### src/rtl/gray_count_rx.sv
// rtl/gray_count_rx.sv - Gray-coded bus receiver: synchronize, stability-filter, decode, classify steps
//
// Purpose:
//   Samples an asynchronous WIDTH-bit Gray bus, passes it through a two-flop
//   synchronizer, and accepts a new code only after it has been seen for
//   STABLE consecutive synchronized samples. Each accepted code is decoded to
//   binary and classified against the previous accepted code as an up step,
//   down step (with wrap detection) or an illegal multi-bit jump.
//
// Optional feature (macro GRAY_RX_ERRCNT_EN):
//   defined     - err_cnt_o is a saturating 8-bit count of ERR events, cleared by clr_i
//   not defined - err_cnt_o is tied to 0 and clr_i is ignored
//
// Ports:
//   clk_i      in   1      system clock, rising edge
//   rst_ni     in   1      asynchronous active-low reset
//   gray_i     in   WIDTH  asynchronous Gray-coded input
//   clr_i      in   1      synchronous clear of err_cnt_o
//   bin_o      out  WIDTH  binary value of the last accepted code
//   valid_o    out  1      one-cycle pulse per accepted code
//   up_o       out  1      accepted code is previous + 1 (qualifies valid_o)
//   down_o     out  1      accepted code is previous - 1 (qualifies valid_o)
//   wrap_o     out  1      up/down step crossed max <-> 0 (qualifies valid_o)
//   err_o      out  1      Gray distance to previous code > 1 (qualifies valid_o)
//   err_cnt_o  out  8      saturating ERR event count
//   locked_o   out  1      a reference code has been acquired

module gray_count_rx #(
    parameter int WIDTH  = 10,
    parameter int STABLE = 4
) (
    input  logic             clk_i,
    input  logic             rst_ni,
    input  logic [WIDTH-1:0] gray_i,
    input  logic             clr_i,
    output logic [WIDTH-1:0] bin_o,
    output logic             valid_o,
    output logic             up_o,
    output logic             down_o,
    output logic             wrap_o,
    output logic             err_o,
    output logic [7:0]       err_cnt_o,
    output logic             locked_o
);

    // Counter must hold 0..STABLE-1; keep at least one bit when STABLE == 1.
    localparam int               CNT_W   = (STABLE > 1) ? $clog2(STABLE) : 1;
    localparam logic [CNT_W-1:0] CNT_MAX = CNT_W'(STABLE - 1);
    localparam logic [WIDTH-1:0] BIN_MAX = {WIDTH{1'b1}};

    typedef enum logic [0:0] {
        ST_ACQUIRE = 1'b0,
        ST_TRACK   = 1'b1
    } state_e;

    function automatic logic [WIDTH-1:0] gray2bin(input logic [WIDTH-1:0] g);
        logic [WIDTH-1:0] b;
        b[WIDTH-1] = g[WIDTH-1];
        for (int i = WIDTH - 2; i >= 0; i--) begin
            b[i] = b[i+1] ^ g[i];
        end
        return b;
    endfunction

    state_e           state_q, state_d;
    logic [WIDTH-1:0] s1_q, s2_q;
    logic [WIDTH-1:0] cand_q, cand_d;
    logic [CNT_W-1:0] cnt_q, cnt_d;
    logic [WIDTH-1:0] acc_q, acc_d;
    logic [WIDTH-1:0] bin_q, bin_d;
    logic             valid_q, valid_d;
    logic             up_q, up_d;
    logic             down_q, down_d;
    logic             wrap_q, wrap_d;
    logic             err_q, err_d;
    logic             locked_q, locked_d;

    logic             accept;
    logic [WIDTH-1:0] new_bin;
    logic [WIDTH-1:0] bin_inc;
    logic [WIDTH-1:0] diff;
    logic             single_bit;

    assign new_bin = gray2bin(cand_q);
    assign bin_inc = bin_q + WIDTH'(1);
    assign diff    = cand_q ^ acc_q;
    // Exactly one bit set: non-zero and clearing the lowest set bit leaves nothing.
    assign single_bit = (diff != '0) && ((diff & (diff - WIDTH'(1))) == '0);

    // In ACQUIRE the first stable code is taken even if it equals the reset
    // value of acc, so a bus held at 0 through reset still gets acquired.
    assign accept = (s2_q == cand_q) && (cnt_q == CNT_MAX) &&
                    ((cand_q != acc_q) || (state_q == ST_ACQUIRE));

    // Stability filter
    always_comb begin
        cand_d = cand_q;
        cnt_d  = cnt_q;
        if (s2_q != cand_q) begin
            cand_d = s2_q;
            cnt_d  = '0;
        end else if (cnt_q != CNT_MAX) begin
            cnt_d = cnt_q + CNT_W'(1);
        end
    end

    // State machine and registered outputs
    always_comb begin
        state_d  = state_q;
        acc_d    = acc_q;
        bin_d    = bin_q;
        locked_d = locked_q;
        valid_d  = 1'b0;
        up_d     = 1'b0;
        down_d   = 1'b0;
        wrap_d   = 1'b0;
        err_d    = 1'b0;

        unique case (state_q)
            ST_ACQUIRE: begin
                if (accept) begin
                    acc_d    = cand_q;
                    bin_d    = new_bin;
                    valid_d  = 1'b1;
                    locked_d = 1'b1;
                    state_d  = ST_TRACK;
                end
            end
            ST_TRACK: begin
                if (accept) begin
                    // The new code is always taken as reference, even after an
                    // illegal jump, so tracking resyncs rather than sticking.
                    acc_d   = cand_q;
                    bin_d   = new_bin;
                    valid_d = 1'b1;
                    if (single_bit) begin
                        if (new_bin == bin_inc) begin
                            up_d   = 1'b1;
                            wrap_d = (new_bin == '0);
                        end else begin
                            down_d = 1'b1;
                            wrap_d = (new_bin == BIN_MAX);
                        end
                    end else begin
                        err_d = 1'b1;
                    end
                end
            end
            default: state_d = ST_ACQUIRE;
        endcase
    end

    always_ff @(posedge clk_i or negedge rst_ni) begin
        if (!rst_ni) begin
            state_q  <= ST_ACQUIRE;
            s1_q     <= '0;
            s2_q     <= '0;
            cand_q   <= '0;
            cnt_q    <= '0;
            acc_q    <= '0;
            bin_q    <= '0;
            valid_q  <= 1'b0;
            up_q     <= 1'b0;
            down_q   <= 1'b0;
            wrap_q   <= 1'b0;
            err_q    <= 1'b0;
            locked_q <= 1'b0;
        end else begin
            state_q  <= state_d;
            s1_q     <= gray_i;
            s2_q     <= s1_q;
            cand_q   <= cand_d;
            cnt_q    <= cnt_d;
            acc_q    <= acc_d;
            bin_q    <= bin_d;
            valid_q  <= valid_d;
            up_q     <= up_d;
            down_q   <= down_d;
            wrap_q   <= wrap_d;
            err_q    <= err_d;
            locked_q <= locked_d;
        end
    end

`ifdef GRAY_RX_ERRCNT_EN
    logic [7:0] err_cnt_q, err_cnt_d;

    // Clear has priority over a coincident error; the ERR pulse itself is unaffected.
    always_comb begin
        err_cnt_d = err_cnt_q;
        if (clr_i) begin
            err_cnt_d = '0;
        end else if (err_d && (err_cnt_q != 8'hFF)) begin
            err_cnt_d = err_cnt_q + 8'd1;
        end
    end

    always_ff @(posedge clk_i or negedge rst_ni) begin
        if (!rst_ni) begin
            err_cnt_q <= '0;
        end else begin
            err_cnt_q <= err_cnt_d;
        end
    end

    assign err_cnt_o = err_cnt_q;
`else
    logic unused_clr;
    assign unused_clr = clr_i;
    assign err_cnt_o  = 8'd0;
`endif

    assign bin_o    = bin_q;
    assign valid_o  = valid_q;
    assign up_o     = up_q;
    assign down_o   = down_q;
    assign wrap_o   = wrap_q;
    assign err_o    = err_q;
    assign locked_o = locked_q;

endmodule

### config.mk
export PLATFORM = sky130hd
export DESIGN_NAME = gray_count_rx
export DESIGN_NICKNAME = d
export VERILOG_FILES = /design/src/rtl/gray_count_rx.sv
export SDC_FILE = /design/constraint.sdc
export NUM_CORES = 1
export LEC_CHECK = 0
export CORE_MARGIN = 2
export CORE_UTILIZATION = 65
export CTS_BUF_LIST = sky130_fd_sc_hd__clkbuf_4
export CTS_CLUSTER_SIZE = 40
export DETAILED_ROUTE_END_ITERATION = 8
export DONT_BUFFER_PORTS = 1
export HOLD_SLACK_MARGIN = 0.06
export PLACE_DENSITY = 0.83
export SLEW_MARGIN = 20
export SYNTH_ARGS = -nofsm -noshare
export SYNTH_HDL_FRONTEND = slang
export SYNTH_SLANG_ARGS = --single-unit
export TNS_END_PERCENT = 5
### constraint.sdc
create_clock -name clk_i -period 5.72 [get_ports clk_i]
set_input_delay 1.716 -clock clk_i [delete_from_list [all_inputs] [get_ports clk_i]]
set_output_delay 1.716 -clock clk_i [all_outputs]
set_load 0.01 [all_outputs]
After elaboration in Yosys (flattened, before gate mapping)
Index checks and enable logic that the tools add are counted.
- flip-flop bits (word level): 59
- latch bits: 0
- memory bits (writable): 0
- memory bits (read-only): 0
- bits of input ports: 13
- output and inout bits: 24
- word-level logic and storage cells: 65
- memories: 0
- $add $sub $neg: 3
- multiply operators: 0
- div/mod/pow operators: 0
- $lt $le $gt $ge: 0
- eq/ne operators: 7
- shift-type cells: 0
- mux-type cells: 21
- bitwise operators: 12
- reductions and logical operators: 9
- operators with widths (operator ; number):
    $eq 10x10->1 ; 2
    $logic_not 10->1 ; 2
    $mux 10 ; 2
    $ne 10x10->1 ; 2
    $mux 1 ; 17
    $add 10x1->10 const B ; 1
    $and 10x10->10 ; 1
    $eq 10x10->1 const B ; 1
    $reduce_bool 10->1 ; 1
    $sub 10x1->10 const B ; 1
    $xor 10x10->10 ; 1
    $xor 1x1->1 ; 9
    $mux 2 ; 2
    $logic_and 1x1->1 ; 3
    $add 2x1->2 const B ; 1
    $eq 2x2->1 const B ; 1
    $ne 2x2->1 const B ; 1
    $reduce_and 2->1 ; 1
    $reduce_bool 2->1 ; 1
    $logic_or 1x1->1 ; 1
    $not 1->1 ; 1

Depth between registers and ports, before layout
- depth in word-level cells: 14
- mapped depth: 20
- depth with buffers taken out: 19

Worst setup path before layout
OpenSTA, ideal clock, no wires.
- path kind: reg2reg
- start point: register cand_q[9]
- end point: register wrap_q (netlist: wrap_o)
- library setup time: 0.078 ns
- data arrival time: 4.316 ns
- required time: 5.642 ns
- setup slack: 1.326 ns
- cell stages (with the launch flop): 21
- path buffers: 1
- period minus slack after synthesis: 4.394 ns
- cell sequence: dfrtp_1 inv_1 ha_1 xnor2_2 inv_1 ha_1 xnor2_1 ha_1 xor2_2 inv_1 ha_1 clkbuf_2 xor2_1 inv_1 ha_1 xor2_1 nor2_1 and4b_1 o311ai_1 or4_1 a21oi_1
- word-level cells in the longest chain between the ends: 14
- elaborated cells on any way between the ends: 27
- those cells by class: 1 x add/sub; 4 x eq/ne; 4 x mux; 11 x bitwise; 7 x reduce/logical
- RTL lines (what ; line ; source):
    from (decl) ; 67 ; logic [WIDTH-1:0] cand_q, cand_d;
    from (signal assigned) ; 172 ; cand_q <= cand_d;
    $xor 1x1->1 * ; 60 ; b[i] = b[i+1] ^ g[i];
    net new_bin[8] ; 79 ; logic [WIDTH-1:0] new_bin;
    $xor 1x1->1 * ; 60 ;
    net new_bin[7] ; 79 ;
    $xor 1x1->1 * (2 in series) ; 60 ;
    net new_bin[5] ; 79 ;
    $xor 1x1->1 * (2 in series) ; 60 ;
    net new_bin[3] ; 79 ;
    $xor 1x1->1 * (2 in series) ; 60 ;
    net new_bin[1] ; 79 ;
    $xor 1x1->1 ; 60 ;
    $eq 10x10->1 (tied with other cells) ; 142 ; wrap_d = (new_bin == BIN_MAX);
    $mux 1 * ; 137 ; if (new_bin == bin_inc) begin
    $mux 1 * ; 136 ; if (single_bit) begin
    $mux 1 * ; 130 ; if (accept) begin
    $mux 1 * ; 119 ; unique case (state_q)
    net wrap_d ; 74 ; logic wrap_q, wrap_d;
    to (signal assigned) ; 179 ; wrap_q <= wrap_d;
    to (decl) ; 74 ;
The timed path passes the listed nets; every way through them passes the cells marked *.
A chain may end at the register's enable or synchronous reset.

Worst setup path in the final report
Same ends and word-level chain as after synthesis.

==> summary.txt <==
Setup path
  • Nature of the critical path startpoint: register
  • Reg2Reg Setup Slack: 760 ps
  • R2r endpoint: wrap_o
  • Worst r2r path cells: 19
  • CP Data Required Time: 6040 ps
  • Critical path type: register to register
  • Worst R2R Start: cand_q[9]
  • Worst setup EP type: register
  • Arrival time worst endpoint: 5280 ps
  • Crit-path max FO: 6

Logic synthesis
  • Post-synth ARST share: 1.000
  • Sequential share of the synthesized area: 0.5085
  • Synth Cell Area: ~0.0029 mm²
  • Yosys warnings: 0
  • Ys flop type: dfrtp_1
  • Synthesized instance count: 247
  • Register bit total from synthesis: 58
  • Post-synth cell types: 56
  • Average size of a mapped cell: between 10 and 15 µm²
  • Post-synth EDFFs: 0

Die
  • Core area: between 0.004 and 0.005 mm²
  • Initial core utilization: 0.6646
  • Die Height: 70.26 µm
  • Boundary pin count: 37
  • Die Wd: around 70 µm
  • Die area: between 0.004 and 0.005 mm²
  • Placement Rows: 24

Global routing
  • GRT Total Usage: 0.1994
  • Gr ovfl total: 0
  • First-pass GRT wire length: 7293 µm
  • Vias in the first global route: 1601
  • Initial antenna violation count: 0
  • Largest net degree at the start of global routing: between 50 and 60

Timing
  • Period Utilization, post-route: 0.8673
  • Final hold violation count: 0
  • Slew @ Worst Pin: 1048 ps
  • Fmax: 201.6 MHz
  • RSZ-0062 raised after global routing: no
  • Slew Viols, Final: 0
  • # setup viols final: 0
  • Final Hold Slack: 353.8 ps
  • Worst slew margin: 0.3014
  • Final Skew: 19.76 ps
  • Setup TNS: 0 ps
  • Min Tclk post-route: 4961 ps

Pwr
  • Internal Pwr Total: 557.3 µW
  • Comb power frac: 0.135
  • Leakage power: 1.388 nW
  • Max IR drop VDD: 0.1971 mV
  • NetSw: between 200 and 250 µW
  • Seq pwr share: 0.557
  • PwrDens: ~270 mW/mm²
  • Net Sw Frac: 0.2774
  • Clk network pwr share: 0.309

Final layout
  • Finished Layout Cells: 295
  • Sequential cell area: approximately 0.0015 mm²
  • Layout fillers: approximately 330
  • Multi-input gate area: between 0.001 and 0.0015 mm²
  • Commonest non-fill, non-tap cell in the layout: dfrtp_1
  • # nets final: 263
  • Final core utilization: 0.6734
  • Leading cell types in the layout, fill and taps excluded: dfrtp_1, nand2_1, xnor2_1
  • Synth-to-Final Area Change: 1.315%
  • Share of post-route cells with drive strength above 1: 0.1399
  • Antenna cells: 0

Worst hold path
  • Class of the worst hold path: register to register
  • Hold Path End: s2_q[1]
  • Worst hold start: s1_q[1]
  • WHS Path Cells: 0

Clocking
  • Htree depth: 3
  • CTS max path bufs: 2
  • Root Buffer: clkbuf_4
  • Post-cts sizing count: 0
  • Clk_lat worst skew: just over 400 ps
  • CTS tree: yes
  • CTS buffer count: 9
  • Sink Count: 58
  • Setup Fix Bufs, Post-CTS: 0
  • CTS Hold Bufs: 0
  • CTS clock-pin slew for the worst setup and hold paths: 100 ps

Routing
  • Drc violations: 0
  • Drt initial violations: 50
  • Drt pass-1 iters: 4
  • Final wirelength: around 4400 µm
  • Drt wl/cell: 14.83 µm
  • Vias per cell: 5.637
  • Routed via count: 1663
  • Number of routed nets with antenna violations: 0

Placed design
  • DP HPWL: slightly above 3000 µm
  • Buffers on Ports: 0
  • Placed cell count: 279
  • Gpl congestion: 0.8209

Flow run
  • Max-cap violations: 0

Status
  • Status: finished clean
==> per-stage QoR <==
step	setup slack, ps	area (µm²)	power, mW
floorplan	1326	2880	0.5286
global placement	884.6	2783	0.5388
detailed placement	828.1	2783	0.5417
CTS	739.7	2892	0.7817
global route	317.3	2892	0.8099
finish	759.2	2892	0.7713
==> state kept, by name, indices dropped and copies added (netlist names) <==
register	flops
err_o	1
bin_o	9
s1_q	10
acc_q	10
wrap_o	1
cnt_q	2
up_o	1
s2_q	10
locked_o	1
state_q	1
down_o	1
cand_q	10
valid_o	1
==> per-layer routing <==
layer | vias to the layer above | share of wire | routed length (µm) | track usage
met5 | - | 0 | 0 | 0
li1 | 805 | - | - | -
met4 | 0 | 0.022 | 95 | 0.1389
met3 | 11 | 0.045 | 199 | 0.05483
met1 | 808 | 0.44 | 1945 | 0.2347
met2 | 39 | 0.49 | 2135 | 0.3155
==> Yosys cell counts (3+ instances only) <==
master / n / share of area
nor2_1: 7 / 0.0092
o21ai_1: 8 / 0.014
xor2_1: 12 / 0.037
o21ai_0: 4 / 0.0070
buf_4: 9 / 0.024
nand4_1: 3 / 0.0066
nand2_1: 20 / 0.026
and4_1: 4 / 0.012
xnor2_1: 14 / 0.043
nor3_1: 3 / 0.0053
a21oi_1: 4 / 0.0070
clkbuf_1: 11 / 0.014
nand3_1: 6 / 0.011
dfrtp_1: 58 / 0.51
ha_1: 12 / 0.053
inv_1: 11 / 0.014
o21ai_2: 3 / 0.0092
mux2_4: 4 / 0.021
buf_6: 3 / 0.012
==> cell families after synthesis <==
logic type               share of synthesized area
adder cells (fa/ha/maj)                    0.05611
other                                     0.001314
AND/OR/NAND/NOR                             0.1228
multiplexers                               0.02850
XOR/XNOR                                    0.1184
buffers and inverters                      0.07277
AO/OA/AOI/OAI                              0.09164
flip-flops                                  0.5085
==> worst max-delay path by stage <==
stage | from | endpoint | slack [ps] | depth (start not counted)
6_report | cand_q[9] | wrap_o | 760 | 19
5_1_grt | cand_q[9] | wrap_o | 320 | 19
4_1_cts | cand_q[9] | wrap_o | 740 | 19
3_5_place_dp | cand_q[9] | wrap_o | 830 | 19
3_3_place_gp | cand_q[9] | wrap_o | 880 | 19
2_1_floorplan | cand_q[9] | wrap_o | 1330 | 20
==> power by group through the flow <==
| stage | clock (mW) | sequential, mW | combinational [mW] |
|---|---|---|---|
| floorplan | 0 | 0.435 | 0.0935 |
| global placement | 0 | 0.437 | 0.102 |
| detailed placement | 0 | 0.438 | 0.104 |
| CTS | 0.248 | 0.430 | 0.104 |
| global route | 0.263 | 0.431 | 0.115 |
| finish | 0.238 | 0.429 | 0.104 |
==> layout make-up <==
type	count	area share
flip-flops and latches	58	0.5019
multi-input cells	157	0.4223
clock inverters	6	0.01168
inverters	12	0.01558
well taps	52	0.02250
clock buffers	10	0.02596
==> worst max-delay path, cell delays in order (launching register included) <==
cell	delay, ps
dfrtp_1	450
inv_1	80
ha_1	360
xnor2_2	290
inv_1	90
ha_1	370
xnor2_1	240
ha_1	330
xor2_2	280
inv_1	80
ha_1	440
xor2_1	270
inv_1	80
ha_1	310
xor2_1	170
nor2_1	110
and4b_1	210
o311ai_1	140
or4_1	430
a21oi_1	150
Note: power is estimated with default switching activity, not from simulation.
